===== src/rtl/param_mem_pkg.sv =====
// Shared types and helpers for the parametrised ROM/RAM memory controller.
package param_mem_pkg;

  // Controller FSM: RUN serves requests, CLEAR zeroes the RAM region.
  typedef enum logic {
    ST_RUN   = 1'b0,
    ST_CLEAR = 1'b1
  } state_e;

  // Boot-table image word i: (i+1)*0x11, truncated to data_w bits.
  function automatic logic [63:0] rom_word(input int i, input int data_w);
    logic [63:0] v;
    v = 64'(i + 1) * 64'h11;
    if (data_w < 64) begin
      v = v & ((64'd1 << data_w) - 64'd1);
    end
    return v;
  endfunction

endpackage


===== src/rtl/param_mem_array.sv =====
// Single-port synchronous word array with registered read.
// Words below ROM_WORDS are the constant boot image and are served from
// rom_word(); the storage behind them is never written by the controller.
// RAM words power up as zero; reset is deliberately not connected so that
// contents survive a reset.
module param_mem_array
  import param_mem_pkg::*;
#(
  parameter int DATA_W    = 8,
  parameter int ADDR_W    = 4,
  parameter int DEPTH     = 16,
  parameter int ROM_WORDS = 8
) (
  input  logic              clk,
  input  logic              en,
  input  logic              we,
  input  logic [ADDR_W-1:0] addr,
  input  logic [DATA_W-1:0] wdata,
  output logic [DATA_W-1:0] rdata
);

  localparam int              AW1     = ADDR_W + 1;
  localparam logic [AW1-1:0]  ROM_LIM = AW1'(ROM_WORDS);

  logic [DATA_W-1:0] ram_q [DEPTH] = '{default: '0};
  logic [DATA_W-1:0] rdata_q;
  logic [DATA_W-1:0] rdata_d;
  logic              in_rom;

  assign in_rom = ({1'b0, addr} < ROM_LIM);

  // Read port: capture the addressed word on a read, otherwise hold.
  always_comb begin
    rdata_d = rdata_q;
    if (en && !we) begin
      if (in_rom) begin
        rdata_d = DATA_W'(rom_word(int'(addr), DATA_W));
      end else begin
        rdata_d = ram_q[addr];
      end
    end
  end

  // Storage and read register update.
  always_ff @(posedge clk) begin
    if (en && we) begin
      ram_q[addr] <= wdata;
    end
    rdata_q <= rdata_d;
  end

  assign rdata = rdata_q;

endmodule


===== src/rtl/param_mem_ctrl.sv =====
// Parametrised ROM/RAM memory controller.
// Lower ROM_WORDS words are a write-protected boot image, the rest is RAM.
// A clear sequencer zeroes the RAM region one word per cycle.
//
// Handshake: a request transfers on a rising clk edge where req_valid and
// req_ready are both 1; req_we/req_addr/req_wdata/mode are sampled on that
// edge only. req_ready depends only on controller state, never on req_valid.
// The response (rsp_valid/rsp_rdata/rsp_err) is a single-cycle strobe that
// appears after the edge following acceptance; there is no response
// back-pressure, so back-to-back requests yield back-to-back responses.
module param_mem_ctrl
  import param_mem_pkg::*;
#(
  parameter int DATA_W         = 8,
  parameter int ADDR_W         = 4,
  parameter int DEPTH          = 2 ** ADDR_W,
  parameter int ROM_WORDS      = 8,
  parameter int CLEAR_ON_RESET = 1
) (
  input  logic              clk,
  input  logic              reset,
  input  logic              mode,
  input  logic              req_valid,
  output logic              req_ready,
  input  logic              req_we,
  input  logic [ADDR_W-1:0] req_addr,
  input  logic [DATA_W-1:0] req_wdata,
  output logic              rsp_valid,
  output logic [DATA_W-1:0] rsp_rdata,
  output logic              rsp_err,
  input  logic              clr_req,
  output logic              busy
);

  localparam int             CNT_W     = ADDR_W + 1;
  localparam logic [CNT_W-1:0] DEPTH_LIM = CNT_W'(DEPTH);
  localparam logic [CNT_W-1:0] ROM_LIM   = CNT_W'(ROM_WORDS);
  localparam logic [CNT_W-1:0] LAST_ADDR = CNT_W'(DEPTH - 1);
  localparam logic           HAS_RAM   = (ROM_WORDS < DEPTH);
  localparam logic           CLR_RST   = (CLEAR_ON_RESET != 0);
  localparam state_e         RST_STATE = CLR_RST ? ST_CLEAR : ST_RUN;

  // FSM and clear sequencer
  state_e           state_q, state_d;
  logic [CNT_W-1:0] clr_addr_q, clr_addr_d;
  logic             busy_q, busy_d;
  logic             ready_q, ready_d;

  // Accepted-request stage (array read in flight) and response register
  logic              pend_valid_q, pend_valid_d;
  logic              pend_err_q, pend_err_d;
  logic              pend_rd_q, pend_rd_d;
  logic              rsp_valid_q, rsp_valid_d;
  logic              rsp_err_q, rsp_err_d;
  logic [DATA_W-1:0] rsp_rdata_q, rsp_rdata_d;

  // Request decode
  logic [CNT_W-1:0] addr_ext;
  logic             addr_in_range;
  logic             addr_in_ram;
  logic             accept;
  logic             wr_ok;
  logic             clr_last;

  // Array port
  logic              arr_en;
  logic              arr_we;
  logic [ADDR_W-1:0] arr_addr;
  logic [DATA_W-1:0] arr_wdata;
  logic [DATA_W-1:0] arr_rdata;

  assign addr_ext      = {1'b0, req_addr};
  assign addr_in_range = (addr_ext < DEPTH_LIM);
  assign addr_in_ram   = addr_in_range && (addr_ext >= ROM_LIM);
  assign accept        = req_valid && (state_q == ST_RUN);
  assign wr_ok         = mode && addr_in_ram;
  // When ROM_WORDS == DEPTH the counter starts past the last word, so the
  // CLEAR state exits after a single cycle without writing.
  assign clr_last      = (clr_addr_q >= LAST_ADDR);

  // Array port mux: the clear sequencer owns the port while in CLEAR.
  always_comb begin
    arr_en    = 1'b0;
    arr_we    = 1'b0;
    arr_addr  = req_addr;
    arr_wdata = req_wdata;
    if (state_q == ST_CLEAR) begin
      arr_en    = HAS_RAM;
      arr_we    = 1'b1;
      arr_addr  = clr_addr_q[ADDR_W-1:0];
      arr_wdata = '0;
    end else if (accept) begin
      arr_we = req_we;
      arr_en = req_we ? wr_ok : addr_in_range;
    end
  end

  // Next state: clr_req is only honoured in RUN; CLEAR runs to completion.
  always_comb begin
    state_d    = state_q;
    clr_addr_d = clr_addr_q;
    case (state_q)
      ST_RUN: begin
        if (clr_req) begin
          state_d    = ST_CLEAR;
          clr_addr_d = ROM_LIM;
        end
      end
      ST_CLEAR: begin
        if (clr_last) begin
          state_d = ST_RUN;
        end else begin
          clr_addr_d = clr_addr_q + 1'b1;
        end
      end
      default: begin
        state_d    = ST_RUN;
        clr_addr_d = ROM_LIM;
      end
    endcase
    busy_d  = (state_d == ST_CLEAR);
    ready_d = (state_d == ST_RUN);
  end

  // Response pipeline: classify at acceptance, publish one edge later.
  always_comb begin
    pend_valid_d = accept;
    pend_err_d   = req_we ? !wr_ok : !addr_in_range;
    pend_rd_d    = accept && !req_we && addr_in_range;
    rsp_valid_d  = pend_valid_q;
    rsp_err_d    = pend_valid_q && pend_err_q;
    rsp_rdata_d  = pend_rd_q ? arr_rdata : '0;
  end

  // State, sequencer and response registers with asynchronous reset.
  always_ff @(posedge clk or posedge reset) begin
    if (reset) begin
      state_q      <= RST_STATE;
      clr_addr_q   <= ROM_LIM;
      busy_q       <= CLR_RST;
      ready_q      <= !CLR_RST;
      pend_valid_q <= 1'b0;
      pend_err_q   <= 1'b0;
      pend_rd_q    <= 1'b0;
      rsp_valid_q  <= 1'b0;
      rsp_err_q    <= 1'b0;
      rsp_rdata_q  <= '0;
    end else begin
      state_q      <= state_d;
      clr_addr_q   <= clr_addr_d;
      busy_q       <= busy_d;
      ready_q      <= ready_d;
      pend_valid_q <= pend_valid_d;
      pend_err_q   <= pend_err_d;
      pend_rd_q    <= pend_rd_d;
      rsp_valid_q  <= rsp_valid_d;
      rsp_err_q    <= rsp_err_d;
      rsp_rdata_q  <= rsp_rdata_d;
    end
  end

  param_mem_array #(
    .DATA_W   (DATA_W),
    .ADDR_W   (ADDR_W),
    .DEPTH    (DEPTH),
    .ROM_WORDS(ROM_WORDS)
  ) u_array (
    .clk  (clk),
    .en   (arr_en),
    .we   (arr_we),
    .addr (arr_addr),
    .wdata(arr_wdata),
    .rdata(arr_rdata)
  );

  assign req_ready = ready_q;
  assign busy      = busy_q;
  assign rsp_valid = rsp_valid_q;
  assign rsp_err   = rsp_err_q;
  assign rsp_rdata = rsp_rdata_q;

endmodule


===== config.mk =====
export PLATFORM = sky130hd
export DESIGN_NAME = param_mem_ctrl
export DESIGN_NICKNAME = d
export VERILOG_FILES = /design/src/rtl/param_mem_pkg.sv /design/src/rtl/param_mem_array.sv /design/src/rtl/param_mem_ctrl.sv
export SDC_FILE = /design/constraint.sdc
export NUM_CORES = 1
export LEC_CHECK = 0
export CAP_MARGIN = 10
export CORE_MARGIN = 2
export CORE_UTILIZATION = 50
export DETAILED_ROUTE_END_ITERATION = 16
export GPL_TIMING_DRIVEN = 0
export PLACE_DENSITY = 0.68
export SKIP_CTS_REPAIR_TIMING = 1
export SLEW_MARGIN = 5
export SYNTH_ARGS = -nofsm -noshare
export SYNTH_HDL_FRONTEND = slang
export SYNTH_HIERARCHICAL = 1
export SYNTH_SLANG_ARGS = --single-unit

===== constraint.sdc =====
create_clock -name clk -period 3.13 [get_ports clk]
set_input_delay 0.626 -clock clk [delete_from_list [all_inputs] [get_ports clk]]
set_output_delay 0.626 -clock clk [all_outputs]
set_load 0.01 [all_outputs]

Word level (Yosys, flattened, before mapping)
Memories as Yosys holds them, arrays and structs flattened.
Cells that the tools add are included.

word-level totals
  bits in writable memories = 128
  input port bits = 18
  memories = 1
  register bits = 28

memories
  memory         depth  width  rd ports  clocked after memory_dff  wr ports  RTL line               text
  u_array.ram_q  16     8      1         0                         1         param_mem_array.sv:25  logic [DATA_W-1:0] ram_q [DEPTH] = '{default: '0};

cells by class
  mux-type cells = 18
  multiply operators = 1
  equal/unequal tests = 2
  order comparisons = 4
  reduce and logical (&&, ||, !) cells = 13
  add/subtract/negate cells = 2
  bitwise logic cells = 2

operator list
  cell                                                                          count
  64-bit by 5-bit multiplier with 8-bit output, second input constant           1
  8-bit 2-to-1 mux                                                              3
  1-bit 2-to-1 mux                                                              10
  5-bit 2-to-1 mux                                                              2
  5-bit one-hot mux with 2 select lines                                         1
  1-bit logical AND                                                             8
  4-bit by 1-bit adder with 5-bit output, second input constant                 1
  5-bit by 1-bit adder with 5-bit output, second input constant                 1
  5-bit by 4-bit >= comparator with 1-bit output, second input constant         1
  4-bit by 5-bit less-than comparator with 1-bit output, second input constant  1
  4-bit >= comparator, second input constant                                    1
  1-bit logical NOT                                                             4
  4-bit less-than comparator, second input constant                             1
  4-bit 2-to-1 mux                                                              1
  2-bit != test, second input constant                                          2
  1-bit inverter                                                                2
  1-bit one-hot mux with 2 select lines                                         1
  2-bit AND reduction                                                           1

Logic depth before layout (Yosys ltp)
Gate-level depths: netlist (run 1).

  word-level depth = 9
  gate-level depth with buffers = 11
  mapped depth without buffers = 9

By module
The synthesis (run 1) kept the hierarchy.

modules (own cells, without submodules)
  module           cells each  sequential area each (µm²)  instances  area each (µm²)
  param_mem_array  172         2162.1                      1          2982.9
  param_mem_ctrl   73          503.0                       1          872.1

Worst setup path before layout (run 1)
Ideal clock, no wire load.

  kind = reg-to-reg
  start = register, netlist name busy
  end = register u_array.rdata_q[6] (netlist: u_array/rdata[6]) (data pin)
  data required time = 2.870 ns
  stages on the path, launching flop included = 9
  clock period less this slack = 2.565 ns
  path slack = 0.565 ns
  path buffers = 1
  data arrival time = 2.306 ns
  path through = dfstp_2 buf_6 mux2_2 ha_1 and3_1 ha_1 and2_1 ha_1 mux2_2

RTL lines
  element               RTL line               text
  end signal, assigned  param_mem_array.sv:49  rdata_q <= rdata_d;
  end, declared         param_mem_array.sv:26  logic [DATA_W-1:0] rdata_q;

==> impl_metrics.toml, run 1 <==
[place]
dp_worst_slack_ns = -0.01251
dpl.cell_count = 376
dp_hpwl_mm = 4.595
gp_routability_congestion = 0.7656
buffers_on_ports = 29

[pwr]
power_total_mw = 3.794
p_switching_mw = 1.222
power_report.internal_total_mw = 2.571
pwr-share-seq_pct = 45.3
power_density_nw_per_um2 = 850.0
switching_share_pct = 32.22
irDropWorstVdd_mv = 0.4719
share_clk_of_total_power_pct = 20.3
power.leakage_nw = 1.659
part_of_the_power_in_combinational_logic_pct = 34.4

[drt]
met2RoutedLength_mm = 3.261
drt.antenna.violating_nets = 0
route.detailed.wl_per_inst_um = 17.88
met3_length_um = 479
detailedRoute.firstPassIterationCount = 5
post_route_m1_wl_mm = 3.174
routed_via_density = 5.334
vias = 2091
top_signal_layer_used = "met4"
initialDrtViolationCount = 107
remaining_drc_errors = 0
drt_wl_total_mm = 7.010

[yosys]
synth_sequential_area_ratio_pct = 69.13
post_synth_num_cell_types = 44
synthesized_flop_and_latch_total = 92
synthesis.instances = 245
mean_instance_size_in_the_synthesized_netlist_um2 = 15.73
synthDominantAreaCellType = "edfxtp_1"
synth-async-reset-ratio_pct = 21.74
synth_top_cells_by_area = "edfxtp_1 56%, dfrtp_1 12%, mux2_2 3.8%, mux2i_1 3.6%, ha_1 2.6%"
synthMostInstantiatedCell = "edfxtp_1"
post_synth_most_frequent_cells = "72 x edfxtp_1, 18 x dfrtp_1, 14 x mux2i_1"
yosys_warnings = 6
synth-edff-count = 72
synth_cell_area_um2 = 3855
synth.top_cell.area_share_pct = 56.09
ys_dominant_reg_cell = "edfxtp_1"
synth_nets = 271

[global_route]
globalRouteOverflowTotal = 0
antenna_violations_before_repair = 0
maximum_number_of_pins_on_one_net_before_global_route_repair = 21
first_global_vias = 2050
globalRouteTotalUtil_pct = 18.42
grt_pass1_wl_mm = 11.20

[clock_network]
clock_sink_count = 92
clk_pin_slew_worst_paths_ns = 0.09
clock_tree_from_tritoncts = "built"
cts-htree-levels = 3
clkLatencyLatePin_ns = 0.36
cts.path.max_buffers = 2
clockRootBuffer = "clkbuf_8"
tritoncts.num_buffers = 9

[sta]
max-slew-margin-rel_pct = 32.31
setup_failing_eps_final = 0
fmax_ghz = 0.3481
post-route-worst-setup-slack_ns = 0.2577
slew_at_the_pin_with_the_worst_max_slew_slack_ns = 1.012
timing_hold_violations_final = 0
rsz_0062_raised_after_global_routing = "no"
clock_skew_ns = 0.009705
fin_tns_setup_ns = 0
period_share_pct = 91.77
maxSlewViolCount = 0
min_period_ns = 2.872

[critical_path]
timing_worst_setup_path_type = "flip-flop to flip-flop"
critical_path.startpoint_type = "flip-flop"
critical_path.max_fanout = 10
worst_path_max_delay_cell = "nor2_1"
cp_cell_sequence = "buf_6, mux2_2, buf_6, buf_6, inv_1, ha_1, nand3_1, nor2_1"
cp_num_cells = 8
path_buf_inv = 4
r2r_setup_slack_ns = 0.26
timing.rr.end = "u_array/ram_q[13][1]"
worstSetupEndpointType = "flip-flop"
timing.reg2reg.worst_path_depth = 8
cp_data_arrival_time_ns = 2.85
critPathMostFrequentCell = "buf_6"
crit_family = "simple AND/OR/NAND/NOR gates"
startpoint = "busy"
critical_path.max_stage_delay_ns = 0.75
timing.critical_path.required_ns = 3.11
worstReg2RegStart = "busy"

[worst_hold_path]
worst_hold_path.num_cells = 0
timing.hold.worst_endpoint = "rsp_valid"
hp-start = "pend_valid_q"
worstHoldPathType = "flip-flop to flip-flop"

[die]
ioPinCount = 30
placement_rows = 32
design.die.area_um2 = 8428
die_y_um = 91.81
floorplan.die.width_um = 91.81
initial_utilization_pct = 50.67
fp.coreArea_um2 = 7607

[layout]
syn2layout_area_growth_pct = 15.77
post_route_cells_drive_above_1_share_pct = 13.45
fin_nets = 311
n_antenna_cell = 0
fin_cells = 392
finish.utilization_pct = 58.67

[run]
drv_cap = 0

[status]
outcome = "finished, final reports clean"
-- registers in the layout, indices dropped and copies added, names as in the netlist --
register / flops
rsp_rdata: 8
clr_addr_q: 5
pend_err_q: 1
pend_valid_q: 1
rsp_err: 1
u_array/ram_q: 64
busy: 1
pend_rd_q: 1
rsp_valid: 1
u_array/rdata: 8
req_ready: 1
-- cell usage in the layout, fill, tap and decap left out, types with 7 or more instances in the layout --
cell type and instances:
edfxtp_1 72, clkdlybuf4s50_1 29, dfrtp_1 18, mux2i_1 14, mux2_2 13, nor2_1 12, and2_1 11, nand2_1 10
clkbuf_8 9, nor2b_1 8, inv_1 8, ha_1 8, nand3_1 7
-- layer usage --
metal  vias to the layer above  global-route usage (%)
li1                        998                       -
met4                         0                   7.090
met3                         8                   4.191
met2                        78                   29.60
met5                         -                       0
met1                      1007                   24.63
-- metrics by stage --
| step | instance area, um^2 | hold slack (ns) |
|---|---|---|
| after CTS | 4463 | 0.3801 |
| after global placement | 4273 | 0.3480 |
| after detailed placement | 4273 | 0.3622 |
| final | 4463 | 0.3796 |
| after global routing | 4463 | 0.3998 |
| after floorplan | 3855 | 0.3467 |
-- power by group through the flow --
stage	registers, mW	clock network (mW)	logic [mW]
2_1_floorplan	1.75	0	0.906
3_3_place_gp	1.74	0	1.29
3_5_place_dp	1.75	0	1.31
4_1_cts	1.72	0.784	1.31
5_1_grt	1.74	0.847	1.44
6_report	1.72	0.769	1.31
-- worst register-to-register path: stages (launching register included) --
cell     delay, ns
dfstp_2       0.54
buf_6         0.16
mux2_2        0.39
buf_6         0.18
buf_6         0.16
inv_1         0.08
ha_1          0.13
nand3_1       0.10
nor2_1        0.75
-- layout make-up --
type | instances | area (um^2)
Multi-Input combinational cell | 136 | 1084
Sequential cell | 92 | 2665
Clock inverter | 7 | 66.31
Inverter | 8 | 30.03
Tap cell | 102 | 127.6
Clock buffer | 9 | 123.9
Timing Repair Buffer | 29 | 290.3
Fill cell | 624 | 3144
Buffer | 9 | 76.32
-- how the worst max path moves through the flow --
| stage | to | slack, ns |
|---|---|---|
| floorplan | u_array/rdata[6] | 0.56 |
| global placement | u_array/ram_q[13][6] | 0.02 |
| detailed placement | u_array/ram_q[13][6] | -0.01 |
| CTS | u_array/ram_q[13][1] | 0.24 |
| global route | u_array/ram_q[13][1] | 0.12 |
| finish | u_array/ram_q[13][1] | 0.26 |
-- cells by family (layout without fill, tap and decap cells) --
kind of cell | count (synthesis) | count (layout) | share of synthesized area, %
AO/OA/AOI/OAI | 30 | 30 | 5.161
XOR/XNOR | 2 | 2 | 0.4545
adder cells (fa/ha/maj) | 8 | 8 | 2.597
buffers and inverters | 17 | 62 | 2.759
flip-flops | 92 | 92 | 69.13
multiplexers | 34 | 34 | 11.04
AND/OR/NAND/NOR | 62 | 62 | 8.861
Note: power is estimated with default switching activity, not from simulation.
==> run 2: changes to the inputs <==
--- a/config.mk
+++ b/config.mk
@@ -6,6 +6,7 @@
 export NUM_CORES = 1
 export LEC_CHECK = 0
 export CAP_MARGIN = 10
+export CORE_ASPECT_RATIO = 0.6
 export CORE_MARGIN = 2
 export CORE_UTILIZATION = 50
 export DETAILED_ROUTE_END_ITERATION = 16
==> constraint.sdc (replaced) <==
create_clock -name clk -period 2.7 [get_ports clk]
set_input_delay 0.54 -clock clk [delete_from_list [all_inputs] [get_ports clk]]
set_output_delay 0.54 -clock clk [all_outputs]
set_load 0.01 [all_outputs]
==> impl_metrics.toml, run 2 (synthesis results as in run 1) <==
[sta]
fmax_ghz = 0.3820
final_hold_slack_ns = 0.3667
max-slew-margin-rel_pct = 49.43
maxSlewViolCount = 0
period_share_pct = 96.96
rsz_0062_raised_after_global_routing = "no"
timing_hold_violations_final = 0
clock_skew_ns = 0.005059
min_period_ns = 2.618
slew_at_the_pin_with_the_worst_max_slew_slack_ns = 0.7577
setup_failing_eps_final = 0
fin_tns_setup_ns = 0

[layout]
number_of_flip_flops_in_the_largest_register = 64
syn2layout_area_growth_pct = 21.78
fillers = 549
fin_nets = 310
mostFrequentLayoutCell = "edfxtp_1"
top_register = "u_array/ram_q"
post_route_cells_drive_above_1_share_pct = 17.30
most-common-layout-cells = "72 x edfxtp_1, 29 x clkdlybuf4s50_1, 18 x dfrtp_1, 14 x mux2i_1"
n_antenna_cell = 0

[die]
die_y_um = 72.02
floorplan.die.width_um = 117.4
design.die.area_um2 = 8451
placement_rows = 24
ioPinCount = 30
fp.coreArea_um2 = 7357
initial_utilization_pct = 52.40

[clock_network]
clk_pin_slew_worst_paths_ns = 0.06
cts.path.max_buffers = 2
clkLatencyLatePin_ns = 0.34
clock_tree_from_tritoncts = "built"
tritoncts.num_buffers = 9
cts-htree-levels = 3
clockRootBuffer = "clkbuf_16"
clock_sink_count = 92

[critical_path]
timing_worst_setup_path_type = "flip-flop to flip-flop"
timing.reg2reg.worst_path_depth = 9
critical_path.startpoint_type = "flip-flop"
worstReg2RegStart = "busy"
timing.critical_path.required_ns = 2.79
r2r_setup_slack_ns = 0.08
worstSetupEndpointType = "flip-flop"
critical_path.max_fanout = 10
timing.rr.end = "u_array/rdata[6]"
cp_data_arrival_time_ns = 2.71

[global_route]
antenna_violations_before_repair = 0
globalRouteTotalUtil_pct = 18.60
globalRouteOverflowTotal = 0
grt_pass1_wl_mm = 11.16
maximum_number_of_pins_on_one_net_before_global_route_repair = 21
first_global_vias = 2068

[drt]
routed_via_density = 5.280
remaining_drc_errors = 0
route.detailed.wl_per_inst_um = 18.00
drt.antenna.violating_nets = 0
initialDrtViolationCount = 160
drt_wl_total_mm = 7.074
vias = 2075
detailedRoute.firstPassIterationCount = 4

[place]
buffers_on_ports = 29
gp_routability_congestion = 0.8110
dp_hpwl_mm = 4.951

[worst_hold_path]
worst_hold_path.num_cells = 0
timing.hold.worst_endpoint = "rsp_valid"
hp-start = "pend_valid_q"
worstHoldPathType = "flip-flop to flip-flop"

[pwr]
irDropWorstVdd_mv = 0.9008
power_density_nw_per_um2 = 1094
power.leakage_nw = 1.758

[status]
outcome = "finished, final reports clean"

[run]
drv_cap = 0
==> run 2: changes by cell type in the layout (fill, tap and decap cells not counted), sizes merged <==
| cell | before | now |
|---|---|---|
| clkinv | 4 | 0 |
| clkbuf | 11 | 12 |
| buf | 7 | 6 |
| clkinvlp | 1 | 0 |
| bufinv | 1 | 5 |
==> run 2: power by group <==
| part | internal [mW] | switching, mW |
|---|---|---|
| clock | 1.09 | 0.490 |
| sequential | 1.91 | 0.0863 |
| combinational | 0.660 | 0.891 |
| total | 3.67 | 1.47 |
==> run 2: cell type report <==
class | instances | area (um^2) | area share [%]
buffer | 8 | 72.57 | 1.546
timing repair buffer | 29 | 290.3 | 6.183
tap | 104 | 130.1 | 2.772
sequential | 92 | 2665 | 56.77
clock buffer | 10 | 229.0 | 4.877
multi-input combinational | 136 | 1119 | 23.83
clock inverter | 6 | 158.9 | 3.385
inverter | 8 | 30.03 | 0.6397
==> run 2: layer usage <==
layer,vias up,wire length [um],GRT usage (%)
li1,998,-,-
met1,1021,3394,26.31
met2,45,3122,26.51
met3,11,462,6.447
met4,0,94,8.032
met5,-,0,0
==> run 2: stage by stage <==
step | instances | util (%) | total power [mW] | setup WS [ns] | cell area, um^2
after global placement | 378 | 58.11 | 3.524 | -0.3264 | 4275
after global routing | 393 | 63.81 | 5.408 | 0.009383 | 4695
final | 393 | 63.81 | 5.136 | 0.08205 | 4695
after CTS | 394 | 63.38 | 5.145 | -0.1673 | 4663
after floorplan | 245 | - | 3.076 | 0.1347 | 3855
after detailed placement | 378 | 58.11 | 3.549 | -0.3433 | 4275
==> run 2: how the worst max path moves through the flow <==
stage / startpoint / endpoint / slack, ns / cells past startpoint
3_3_place_gp: req_addr[0] / u_array/ram_q[14][5] / -0.33 / 7
6_report: busy / u_array/rdata[6] / 0.08 / 9
5_1_grt: busy / u_array/rdata[6] / 0.009 / 9
2_1_floorplan: busy / u_array/rdata[6] / 0.13 / 8
3_5_place_dp: req_addr[0] / u_array/ram_q[14][5] / -0.34 / 7
4_1_cts: busy / u_array/ram_q[12][1] / -0.17 / 8
==> run 2: critical path: stages, from the launching register on <==
cell and delay [ns]:
dfstp_2 0.53, buf_6 0.15, mux2_4 0.34, buf_6 0.17, buf_6 0.16, inv_1 0.08, ha_1 0.25, and2_1 0.15
ha_1 0.27, mux2_2 0.27
==> run 3: changes to the inputs <==
--- a/config.mk
+++ b/config.mk
@@ -9,6 +9,7 @@
 export CORE_ASPECT_RATIO = 0.6
 export CORE_MARGIN = 2
 export CORE_UTILIZATION = 50
+export CTS_BUF_LIST = sky130_fd_sc_hd__clkbuf_4 sky130_fd_sc_hd__clkbuf_8 sky130_fd_sc_hd__clkbuf_16
 export DETAILED_ROUTE_END_ITERATION = 16
 export GPL_TIMING_DRIVEN = 0
 export PLACE_DENSITY = 0.68
==> impl_metrics.toml, run 3 (synthesis results as in run 1) <==
[status]
outcome = "finished, final reports clean"

[place]
buffers_on_ports = 29
dp_hpwl_mm = 4.951
gp_routability_congestion = 0.8110
placed_cell_area_um2 = 4275

[sta]
maxSlewViolCount = 0
period_share_pct = 96.96
clock_skew_ns = 0.005059
setup_failing_eps_final = 0
min_period_ns = 2.618
fin_tns_setup_ns = 0
slew_at_the_pin_with_the_worst_max_slew_slack_ns = 0.7577
fmax_ghz = 0.3820
timing_hold_violations_final = 0
rsz_0062_raised_after_global_routing = "no"
max-slew-margin-rel_pct = 49.43

[clock_network]
clock_tree_from_tritoncts = "built"
cts.path.max_buffers = 2
clock_sink_count = 92
clk_pin_slew_worst_paths_ns = 0.06
tritoncts.num_buffers = 9
cts-htree-levels = 3
clkLatencyLatePin_ns = 0.34
clockRootBuffer = "clkbuf_16"

[die]
initial_utilization_pct = 52.40
design.die.area_um2 = 8451
floorplan.die.width_um = 117.4
ioPinCount = 30
die_y_um = 72.02
fp.coreArea_um2 = 7357
placement_rows = 24

[drt]
post_route_m1_wl_mm = 3.394
initialDrtViolationCount = 160
met3_length_um = 462
detailedRoute.firstPassIterationCount = 4
drt_wl_total_mm = 7.074
drt.antenna.violating_nets = 0
routed_via_density = 5.280
vias = 2075
remaining_drc_errors = 0
top_signal_layer_used = "met4"
met2RoutedLength_mm = 3.122
route.detailed.wl_per_inst_um = 18.00

[layout]
post_route_cells_drive_above_1_share_pct = 17.65
mostFrequentLayoutCell = "edfxtp_1"
n_antenna_cell = 0
fin_nets = 310
fillers = 547
syn2layout_area_growth_pct = 21.88
number_of_flip_flops_in_the_largest_register = 64
top_register = "u_array/ram_q"
most-common-layout-cells = "72 x edfxtp_1, 29 x clkdlybuf4s50_1, 18 x dfrtp_1, 14 x mux2i_1"
final_cell_area_um2 = 4698

[critical_path]
timing.critical_path.required_ns = 2.79
worstReg2RegStart = "busy"
cp_data_arrival_time_ns = 2.71
critical_path.max_fanout = 10
critical_path.startpoint_type = "flip-flop"
startpoint = "busy"
worstSetupEndpointType = "flip-flop"
timing_worst_setup_path_type = "flip-flop to flip-flop"

[pwr]
pwr-share-seq_pct = 38.9
share_clk_of_total_power_pct = 31.0
p_switching_mw = 1.468
power_density_nw_per_um2 = 1095
irDropWorstVdd_mv = 0.9016
part_of_the_power_in_combinational_logic_pct = 30.2
power.leakage_nw = 1.761
switching_share_pct = 28.52
power_report.internal_total_mw = 3.679

[worst_hold_path]
worstHoldPathType = "flip-flop to flip-flop"
hp-start = "pend_valid_q"

[global_route]
first_global_vias = 2068
globalRouteOverflowTotal = 0
maximum_number_of_pins_on_one_net_before_global_route_repair = 21
grt_pass1_wl_mm = 11.16
antenna_violations_before_repair = 0
globalRouteTotalUtil_pct = 18.60

[run]
drv_cap = 0
-- run 3: power groups by stage --
stage / clock [mW] / sequential (mW) / combinational [mW]
2_1_floorplan: 0 / 2.02 / 1.05
3_3_place_gp: 0 / 2.02 / 1.50
3_5_place_dp: 0 / 2.03 / 1.52
4_1_cts: 1.63 / 2.00 / 1.52
5_1_grt: 1.68 / 2.03 / 1.71
6_report: 1.59 / 2.00 / 1.55
-- run 3: stage by stage --
stage / setup WS [ns] / hold WS (ns) / std cells / util [%] / power, mW
floorplan: 0.1347 / 0.3467 / 245 / - / 3.076
global placement: -0.3264 / 0.3502 / 378 / 58.11 / 3.524
detailed placement: -0.3433 / 0.3546 / 378 / 58.11 / 3.549
CTS: -0.1673 / 0.3692 / 394 / 63.44 / 5.155
global route: 0.009375 / 0.3873 / 393 / 63.86 / 5.418
finish: 0.08209 / 0.3667 / 393 / 63.86 / 5.146
-- run 3: path summary, 6_finish.rpt --
| kind | slack, ns | endpoint | depth (start not counted) |
|---|---|---|---|
| setup / recovery | 0.08 | u_array/rdata[6] | 9 |
| hold / removal | 0.37 | rsp_valid | 0 |
| setup reg to reg | 0.08 | u_array/rdata[6] | 9 |
| hold reg to reg | 0.37 | rsp_valid | 0 |
| max in group asynchronous | 1.58 | clr_addr_q[4] | 2 |
| min in group asynchronous | 0.64 | rsp_rdata[0] | 2 |
-- run 3: final cells by class --
cell class              instances  area, um^2  area share (%)
plain buffers                   8       72.57           1.545
well taps                     104       130.1           2.770
multi-input cells             136        1119           23.81
clock inverters                 6       158.9           3.382
clock buffers                  10       232.7           4.953
flip-flops and latches         92        2665           56.72
repair buffers                 29       290.3           6.178
inverters                       8       30.03          0.6391
-- run 3: critical path: stages, from the launching register on --
cell	delay, ns
dfstp_2	0.53
buf_6	0.15
mux2_4	0.34
buf_6	0.17
buf_6	0.16
inv_1	0.08
ha_1	0.25
and2_1	0.15
ha_1	0.27
mux2_2	0.27
-- run 3: metal layers --
metal  up-vias  global-route usage (%)
met5         -                       0
met4         0                   8.032
met3        11                   6.447
met2        45                   26.51
met1      1021                   26.31
li1        998                       -
